===== config.mk =====
export PLATFORM = sky130hd
export DESIGN_NAME = cp0_reg
export DESIGN_NICKNAME = d
export VERILOG_FILES = /design/src/rtl/cp0_reg_pkg.sv /design/src/rtl/cp0_timer.sv /design/src/rtl/cp0_reg.sv
export SDC_FILE = /design/constraint.sdc
export NUM_CORES = 1
export LEC_CHECK = 0
export CORE_MARGIN = 3
export CORE_UTILIZATION = 37
export DETAILED_ROUTE_END_ITERATION = 16
export DONT_BUFFER_PORTS = 1
export PLACE_DENSITY_LB_ADDON = 0.15
export SYNTH_ARGS = -nofsm -noshare
export SYNTH_HDL_FRONTEND = slang
export SYNTH_HIERARCHICAL = 1
export SYNTH_SLANG_ARGS = --single-unit

===== constraint.sdc =====
create_clock -name clk -period 3.5 [get_ports clk]
set_input_delay 0.7 -clock clk [delete_from_list [all_inputs] [get_ports clk]]
set_output_delay 0.7 -clock clk [all_outputs]
set_load 0.005 [all_outputs]

===== src/rtl/cp0_reg_pkg.sv =====
// Shared CP0 constants: register numbers, exception-type codes, field positions.
// Used by cp0_reg and cp0_timer.
package cp0_reg_pkg;

    localparam int unsigned XLEN = 32;
    localparam int unsigned RAW  = 5;

    // Register numbers
    localparam logic [RAW-1:0] CP0_BADVADDR = 5'd8;
    localparam logic [RAW-1:0] CP0_COUNT    = 5'd9;
    localparam logic [RAW-1:0] CP0_COMPARE  = 5'd11;
    localparam logic [RAW-1:0] CP0_STATUS   = 5'd12;
    localparam logic [RAW-1:0] CP0_CAUSE    = 5'd13;
    localparam logic [RAW-1:0] CP0_EPC      = 5'd14;

    // Exception-type codes from M-stage decode
    localparam logic [XLEN-1:0] EXC_NONE = 32'h0;
    localparam logic [XLEN-1:0] EXC_INT  = 32'h1;
    localparam logic [XLEN-1:0] EXC_ADEL = 32'h4;
    localparam logic [XLEN-1:0] EXC_ADES = 32'h5;
    localparam logic [XLEN-1:0] EXC_SYS  = 32'h8;
    localparam logic [XLEN-1:0] EXC_BP   = 32'h9;
    localparam logic [XLEN-1:0] EXC_RI   = 32'ha;
    localparam logic [XLEN-1:0] EXC_OV   = 32'hc;
    localparam logic [XLEN-1:0] EXC_ERET = 32'he;

    // Field positions
    localparam int unsigned STATUS_IE  = 0;
    localparam int unsigned STATUS_EXL = 1;
    localparam int unsigned CAUSE_BD   = 31;
    localparam int unsigned CAUSE_IP_LO  = 10;
    localparam int unsigned CAUSE_EXC_LO = 2;

    // MTC0-writable bits
    localparam logic [XLEN-1:0] STATUS_WMASK = 32'h0000_FF03;
    localparam logic [XLEN-1:0] CAUSE_WMASK  = 32'h0000_0300;

    // True for exception types that commit EPC/Cause/EXL (ERET excluded)
    function automatic logic is_exception(input logic [XLEN-1:0] t);
        return (t == EXC_INT)  || (t == EXC_ADEL) || (t == EXC_ADES) ||
               (t == EXC_SYS)  || (t == EXC_BP)   || (t == EXC_RI)   ||
               (t == EXC_OV);
    endfunction

endpackage


===== src/rtl/cp0_timer.sv =====
// Count/Compare timer with sticky timer interrupt.
// Ports: clk, rst (sync, active-high), we/waddr/data (MTC0, already flush-gated),
//        count/compare (register values), timer_int (sticky pending flag).
// Optional: CP0_COUNT_DIV2_EN makes Count advance every second cycle.
module cp0_timer
    import cp0_reg_pkg::*;
(
    input  logic            clk,
    input  logic            rst,
    input  logic            we,
    input  logic [RAW-1:0]  waddr,
    input  logic [XLEN-1:0] data,
    output logic [XLEN-1:0] count,
    output logic [XLEN-1:0] compare,
    output logic            timer_int
);

    logic wr_count;
    logic wr_compare;
    logic inc;

    assign wr_count   = we && (waddr == CP0_COUNT);
    assign wr_compare = we && (waddr == CP0_COMPARE);

`ifdef CP0_COUNT_DIV2_EN
    // Half-rate gate; a Count write restarts the phase
    logic toggle;
    always_ff @(posedge clk) begin
        if (rst)           toggle <= 1'b0;
        else if (wr_count) toggle <= 1'b0;
        else               toggle <= ~toggle;
    end
    assign inc = toggle;
`else
    assign inc = 1'b1;
`endif

    always_ff @(posedge clk) begin
        if (rst) begin
            count     <= '0;
            compare   <= '0;
            timer_int <= 1'b0;
        end else begin
            if (wr_count)  count <= data;
            else if (inc)  count <= count + XLEN'(1);

            // Compare write acknowledges the interrupt; Compare==0 disables matching
            if (wr_compare) begin
                compare   <= data;
                timer_int <= 1'b0;
            end else if ((count == compare) && (compare != '0)) begin
                timer_int <= 1'b1;
            end
        end
    end

endmodule


===== src/rtl/cp0_reg.sv =====
// CP0 register file: exception commit, MTC0/MFC0, interrupt sampling.
// Ports: clk, rst (sync, active-high); we_i/waddr_i/data_i MTC0; raddr_i/data_o MFC0
//        (combinational read); int_i hardware interrupts; except_type_i,
//        current_inst_addr_i, is_in_delayslot_i, bad_addr_i from exception decode;
//        badvaddr_o..epc_o register values; timer_int_o timer pending.
// Build option: CP0_COUNT_DIV2_EN (half-rate Count, inside cp0_timer).
module cp0_reg
    import cp0_reg_pkg::*;
#(
    parameter logic [31:0] RESET_STATUS = 32'h0040_0000
) (
    input  logic            clk,
    input  logic            rst,
    input  logic            we_i,
    input  logic [RAW-1:0]  waddr_i,
    input  logic [RAW-1:0]  raddr_i,
    input  logic [XLEN-1:0] data_i,
    input  logic [5:0]      int_i,
    input  logic [XLEN-1:0] except_type_i,
    input  logic [XLEN-1:0] current_inst_addr_i,
    input  logic            is_in_delayslot_i,
    input  logic [XLEN-1:0] bad_addr_i,
    output logic [XLEN-1:0] data_o,
    output logic [XLEN-1:0] badvaddr_o,
    output logic [XLEN-1:0] count_o,
    output logic [XLEN-1:0] compare_o,
    output logic [XLEN-1:0] status_o,
    output logic [XLEN-1:0] cause_o,
    output logic [XLEN-1:0] epc_o,
    output logic            timer_int_o
);

    logic exc;
    logic eret;
    logic mtc0;

    assign exc  = is_exception(except_type_i);
    assign eret = (except_type_i == EXC_ERET);
    // The MTC0 is flushed whenever an exception or ERET commits this cycle
    assign mtc0 = we_i && !exc && !eret;

    cp0_timer u_timer (
        .clk       (clk),
        .rst       (rst),
        .we        (mtc0),
        .waddr     (waddr_i),
        .data      (data_i),
        .count     (count_o),
        .compare   (compare_o),
        .timer_int (timer_int_o)
    );

    // Status / Cause / EPC / BadVAddr
    always_ff @(posedge clk) begin
        if (rst) begin
            status_o   <= RESET_STATUS;
            cause_o    <= '0;
            epc_o      <= '0;
            badvaddr_o <= '0;
        end else begin
            // IP7 carries the timer; sampled every cycle
            cause_o[15:CAUSE_IP_LO] <= {int_i[5] | timer_int_o, int_i[4:0]};

            if (exc) begin
                if (!status_o[STATUS_EXL]) begin
                    epc_o             <= is_in_delayslot_i ? current_inst_addr_i - XLEN'(4)
                                                           : current_inst_addr_i;
                    cause_o[CAUSE_BD] <= is_in_delayslot_i;
                end
                status_o[STATUS_EXL] <= 1'b1;
                cause_o[6:CAUSE_EXC_LO] <= (except_type_i == EXC_INT) ? 5'd0
                                                                      : except_type_i[4:0];
                if ((except_type_i == EXC_ADEL) || (except_type_i == EXC_ADES))
                    badvaddr_o <= bad_addr_i;
            end else if (eret) begin
                status_o[STATUS_EXL] <= 1'b0;
            end else if (mtc0) begin
                case (waddr_i)
                    CP0_STATUS: status_o <= (status_o & ~STATUS_WMASK) | (data_i & STATUS_WMASK);
                    CP0_CAUSE:  cause_o[9:8] <= data_i[9:8];
                    CP0_EPC:    epc_o <= data_i;
                    default:    ;
                endcase
            end
        end
    end

    // MFC0 read mux; no write bypass
    always_comb begin
        data_o = '0;
        case (raddr_i)
            CP0_BADVADDR: data_o = badvaddr_o;
            CP0_COUNT:    data_o = count_o;
            CP0_COMPARE:  data_o = compare_o;
            CP0_STATUS:   data_o = status_o;
            CP0_CAUSE:    data_o = cause_o;
            CP0_EPC:      data_o = epc_o;
            default:      data_o = '0;
        endcase
    end

endmodule


* Word level (Yosys, flattened, before mapping) *
Cells that the tools add are included.
W data, S select, Z words.

word-level totals
  output and inout bits = 225
  word-level logic and storage cells = 79
  register bits = 175
  bits of input ports = 148

cells by class
  bitwise operators = 5
  reductions and logical operators = 26
  equal/unequal tests = 22
  multiplexer cells = 13
  add/sub/neg operators = 2

operators by type and width
  cell                     count
  $mux W32                 7
  $pmux W32 S6             1
  $eq A32 B4 Y1 const B    5
  $eq A32 B3 Y1 const B    2
  $eq A5 B4 Y1 const B     11
  $add A32 B1 Y32 const B  1
  $eq A32 B1 Y1 const B    1
  $eq A32 B32 Y1           1
  $or A32 B16 Y32          1
  $reduce_bool A32 Y1      1
  $sub A32 B3 Y32 const B  1
  $reduce_and A4 Y1        3
  $logic_or A1 B1 Y1       7
  $reduce_and A2 Y1        3
  $reduce_bool A3 Y1       2
  $logic_and A1 B1 Y1      5
  $mux W5                  1
  $mux W2                  2
  $ne A2 B2 Y1 const B     2
  $reduce_bool A2 Y1       2
  $not A1 Y1               3
  $logic_not A1 Y1         2
  $mux W1                  2
  $reduce_or A2 Y1         1
  $or A1 B1 Y1             1

* Depth between registers and ports, before layout *
  depth in word-level cells = 13
  mapped depth = 10
  gate-level depth less buffers = 7

* Cells and area by module *
The synthesis kept the hierarchy.

by module, submodules not included
  module     seq. area each (um^2)  area each (um^2)  times used  cells an instance
  cp0_reg    1761.7                 5629.1            1           702
  cp0_timer  1301.2                 3220.6            1           393

* Worst setup path before layout *
OpenSTA, ideal clock, no wires.

  path type = input to register
  start = in except_type_i[8]
  end = reg u_timer.count[0]
  library setup time = 0.086 ns
  path slack = 0.795 ns
  data required time = 3.414 ns
  stages on the path = 9
  arrival time = 2.619 ns
  path buffers = 2
  cell sequence = nor4_2 > nand4_2 > o31a_1 > nor4bb_1 > nand3b_1 > clkbuf_1 > clkbuf_1 > nor2_1 > a211oi_1

on the way
  word-level cells in the longest chain between the ends = 12
  elaborated cells between the ends (all ways) = 20
  those cells by class = 8 x eq/ne; 1 x mux; 11 x reduce/logical

RTL lines
  what                                                   line               RTL
  start, declared                                        cp0_reg.sv:19      input logic [XLEN-1:0] except_type_i,
  $eq A32 B1 Y1 / $eq A32 B3 Y1 (equally long branches)  cp0_reg_pkg.sv:40  return (t == EXC_INT) || (t == EXC_ADEL) || (t == EXC_ADES) ||
  $logic_or A1 B1 Y1 (3 in a row)                        cp0_reg_pkg.sv:40
  $logic_or A1 B1 Y1 (3 in a row)                        cp0_reg_pkg.sv:41  (t == EXC_SYS) || (t == EXC_BP) || (t == EXC_RI) ||
  $logic_not A1 Y1                                       cp0_reg.sv:40      assign mtc0 = we_i && !exc && !eret;
  $logic_and A1 B1 Y1                                    cp0_reg.sv:40
  $logic_and A1 B1 Y1 *                                  cp0_reg.sv:40
  named net mtc0                                         cp0_reg.sv:35      logic mtc0;
  $logic_and A1 B1 Y1 *                                  cp0_timer.sv:22    assign wr_count = we && (waddr == CP0_COUNT);
  $mux W32 *                                             cp0_timer.sv:44    if (wr_count) count <= data;
  end signal, assigned                                   cp0_timer.sv:44
  end signal, assigned                                   cp0_timer.sv:45    else if (inc) count <= count + XLEN'(1);
  end, declared                                          cp0_timer.sv:13    output logic [XLEN-1:0] count,

The timed path passes the listed nets; every way through them passes the cells marked *.
A chain may end at the register's enable or synchronous reset.

* Worst setup path after layout *
  start = in raddr_i[2]
  end = out data_o[12]

on the way
  word-level cells in the longest chain between the ends = 2
  elaborated cells between the ends (all ways) = 7
  those cells by class = 6 x eq/ne; 1 x mux

RTL lines
  what             line           RTL
  start, declared  cp0_reg.sv:16  input logic [RAW-1:0] raddr_i,
  $eq A5 B4 Y1     cp0_reg.sv:91  case (raddr_i)
  $pmux W32 S6 *   cp0_reg.sv:91
  end, declared    cp0_reg.sv:23  output logic [XLEN-1:0] data_o,

Mark *: on every way between the ends. The rest lies on a longest branch, timed or not.

==> qor_table.md <==
| Item | This run |
| --- | --- |
| Antenna diode instance count | 0 |
| Starting density of the core | 0.384 |
| RSZ-0062 raised after global routing | false |
| Hold Path Sink | badvaddr_o[26] |
| Endpoint of the worst register-to-register path | u_timer/count[31] |
| Clock-pin slew reported for the worst setup and hold paths after clock tree synthesis | 0.07 ns |
| Fraction of the yosys area taken by sequential cells | 0.346 |
| Highest-count cells in the layout ignoring fill and taps | sky130_fd_sc_hd__nand2_1 (181), sky130_fd_sc_hd__dfxtp_1 (153), sky130_fd_sc_hd__a21oi_1 (81) |
| Final hold violation count | 0 |
| Die Span X | 161 um |
| Endpoint kind of the worst setup timing path | output pin |
| Cell types with the largest area share after synthesis | sky130_fd_sc_hd__dfxtp_1 (35%), sky130_fd_sc_hd__nand2_1 (7.7%), sky130_fd_sc_hd__a22oi_1 (5.5%) |
| Post-synthesis instance area | 8850 um^2 |
| Launching point of the worst reg2reg path | u_timer/count[2] |
| Number of placed cells counting well taps | 1344 |
| Final number of setup-violating endpoints | 0 |
| Final GP Congestion | 0.957 |
| Internal portion of total power | 2.99 mW |
| Post-route non-filler standard cell count | 1376 |
| Post-synthesis cell count | 1095 |
| Fraction of synthesized cell area taken by the top area cell type | 0.346 |
| Final-stage net count | 1200 |
| Post-synthesis cell type with the largest combined area | sky130_fd_sc_hd__dfxtp_1 |
| Total routing usage reported by global routing | 0.281 |
| Post-layout utilization of the core | 0.413 |
| Total clock sinks | 153 |
| Mean cell area of the mapped netlist | 8.08 um^2 |
| Power density over the cells | 413 nW/um^2 |
| Vias in the first global route | 7762 |
| Highest clock frequency the design can meet | 0.352 GHz |
| Resized Gates After CTS | 0 |
| Y dimension of the die | 161 um |
| Relative slew slack | 0.527 |
| Core ar. | 23100 um^2 |
| Post-place setup slack | 0.691 ns |
| Iteration-0 DRC count of the detailed router | 1094 |
| Worst Skew | 0.0104 ns |
| Startpoint of the tightest hold check path | rst |
| Run status | completed |
| Area of the die | 25800 um^2 |
| WHS | 0.347 ns |
| Clock tree buffer depth | 2 |
| Period Utilization, post-route | 0.813 |
| Share of final-layout standard cells stronger than drive strength 1 | 0.0913 |
| Number of detailed-route iterations in the first pass | 6 |
| Combinational power share | 0.044 |
| Placement Rows | 55 |
| YS warnings | 6 |
| Final Worst Setup Slack | 0.656 ns |
| Overall overflow remaining after global route | 0 |
| Critical Path Start Type | primary input |
| Latest clock arrival within the worst-skew pair | 0.43 ns |
| Flop-to-flop setup slack | 1.24 ns |
| Area growth syn-to-layout | 7.48% |
| Clock tree root buffer cell | sky130_fd_sc_hd__clkbuf_16 |
| I/O pin total | 373 |
| Crit path kind | primary input to output pin |
| Via total after detailed routing | 8552 |
| Final Max Slew Viols | 0 |
| Drc violations | 0 |
| Wire length of the first global-routing pass | 55100 um |
| Final antenna-violating net count | 0 |
| Register bit total from synthesis | 153 |
| Number of hold buffers added after cts | 0 |
| Commonest non-fill, non-tap cell in the layout | sky130_fd_sc_hd__nand2_1 |
| Peak ir drop on the vdd network | 281 uV |
| Highest net fanout along the worst path | 31 |
| Beginning of the critical path | raddr_i[2] |
| Number of inserted filler cells in the final layout | 2351 |
| Switching power total | 0.940 mW |
| Number of cells on the worst hold path | 1 |
| Worst hold-check path type | primary input to flip-flop |
| Largest net degree at the start of global routing | 145 |
| Fraction of power spent switching nets | 0.239 |
| Setup bufs post-CTS | 0 |
| DR WL/cell | 27.8 um |
| Number of vias per cell after detailed routing | 6.22 |
| Depth of the worst register-to-register path | 5 |
| Slew of the pin with the lowest slew margin | 0.704 ns |
| CTS tree | yes |
| H-tree depth | 4 |
| Max-cap check violation count | 0 |
| Count of flip-flops with a built-in enable after synthesis | 0 |
| Share of synthesized registers carrying an async set or reset | 0 |
| Main synth FF type | sky130_fd_sc_hd__dfxtp_1 |
| Shortest clock period the worst path allows after layout | 2.84 ns |
| Leakage power total | 3.12 nW |
| Total clock buffers created by CTS | 17 |
| Routed WL | 38300 um |
| Worst Path Arrival | 2.14 ns |
| Antenna violations before repair | 0 |
| Number of unique standard cell types used by synthesis | 70 |
| Sequential Power Share | 0.459 |
| IO Port Bufs | 0 |
| Proportion of power drawn by the clock network | 0.497 |
| Required arrival time at the worst endpoint | 2.80 ns |
| Total Negative Setup Slacks | 0 ns |
| Half-perimeter wire length after detailed placement | 28800 um |
## final cells by class
cell class,count,area [um^2],share of cell area
clock buffer,19,443,0.0466
sequential,153,3060,0.322
clock inverter,13,166,0.0175
multi-input combinational,852,5260,0.553
timing repair buffer,21,170,0.0179
tap,313,392,0.0412
inverter,5,18.8,0.00197
## routing by layer
layer	up-vias	part of all wire	global-route usage	wire length, um
met5	-	0	0	0
met4	0	0.030	0.0888	1150
met3	63	0.11	0.0828	4260
met2	538	0.44	0.428	17000
met1	4093	0.41	0.385	15800
li1	3858	-	-	-
## synth_stat cells (9+ instances only)
cell type                    n
sky130_fd_sc_hd__a221o_1    13
sky130_fd_sc_hd__xnor2_1    51
sky130_fd_sc_hd__a21oi_1    81
sky130_fd_sc_hd__nand4_1    35
sky130_fd_sc_hd__a22oi_1    65
sky130_fd_sc_hd__and3_1     10
sky130_fd_sc_hd__xor2_1     29
sky130_fd_sc_hd__nor3b_1     9
sky130_fd_sc_hd__nor4_2      9
sky130_fd_sc_hd__nand2_1   181
sky130_fd_sc_hd__buf_2      20
sky130_fd_sc_hd__buf_4      42
sky130_fd_sc_hd__nor3_1     22
sky130_fd_sc_hd__mux2i_1    13
sky130_fd_sc_hd__nor4_1     20
sky130_fd_sc_hd__a211oi_1   33
sky130_fd_sc_hd__a31oi_1    13
sky130_fd_sc_hd__dfxtp_1   153
sky130_fd_sc_hd__nand3_1    44
sky130_fd_sc_hd__nor2_1     65
sky130_fd_sc_hd__clkbuf_1   56
## cells by family after synthesis
| family | after synthesis | share of synthesized area |
|---|---|---|
| XOR/XNOR | 80 | 0.0792 |
| AND/OR/NAND/NOR | 452 | 0.264 |
| other | 2 | 0.000849 |
| flip-flops | 153 | 0.346 |
| AO/OA/AOI/OAI | 263 | 0.211 |
| adder cells (fa/ha/maj) | 2 | 0.00283 |
| multiplexers | 15 | 0.0172 |
| buffers and inverters | 128 | 0.0792 |
## sequential cells by signal, indices dropped and copies added, names as in the netlist
signal             count
u_timer/compare       32
status_o              10
epc_o                 32
u_timer/count         32
u_timer/timer_int      1
cause_o               14
badvaddr_o            32
## worst max-delay path by stage
stage,end,slack [ns]
finish,data_o[12],0.66
global route,data_o[13],0.61
CTS,data_o[12],0.69
detailed placement,data_o[12],0.69
global placement,data_o[12],0.71
floorplan,u_timer/count[0],0.80
## power groups by stage
stage	combinational, mW	sequential [mW]	clock, mW
after floorplan	0.199	1.82	0
after global placement	0.170	1.84	0
after detailed placement	0.171	1.84	0
after CTS	0.172	1.80	1.97
after global routing	0.192	1.80	2.04
final	0.174	1.80	1.95
## stage by stage
step / power (mW) / instance area (um^2)
final: 3.93 / 9510
after global routing: 4.03 / 9510
after CTS: 3.95 / 9510
after detailed placement: 2.01 / 8900
after global placement: 2.01 / 8900
after floorplan: 2.02 / 8990
## worst max-delay path: stages
cell                      delay, ns
sky130_fd_sc_hd__or3b_2        0.52
sky130_fd_sc_hd__nor2_2        0.12
sky130_fd_sc_hd__buf_4         0.35
sky130_fd_sc_hd__a22oi_1       0.25
sky130_fd_sc_hd__nand3_1       0.18
Power figures use the tool's default switching activity.
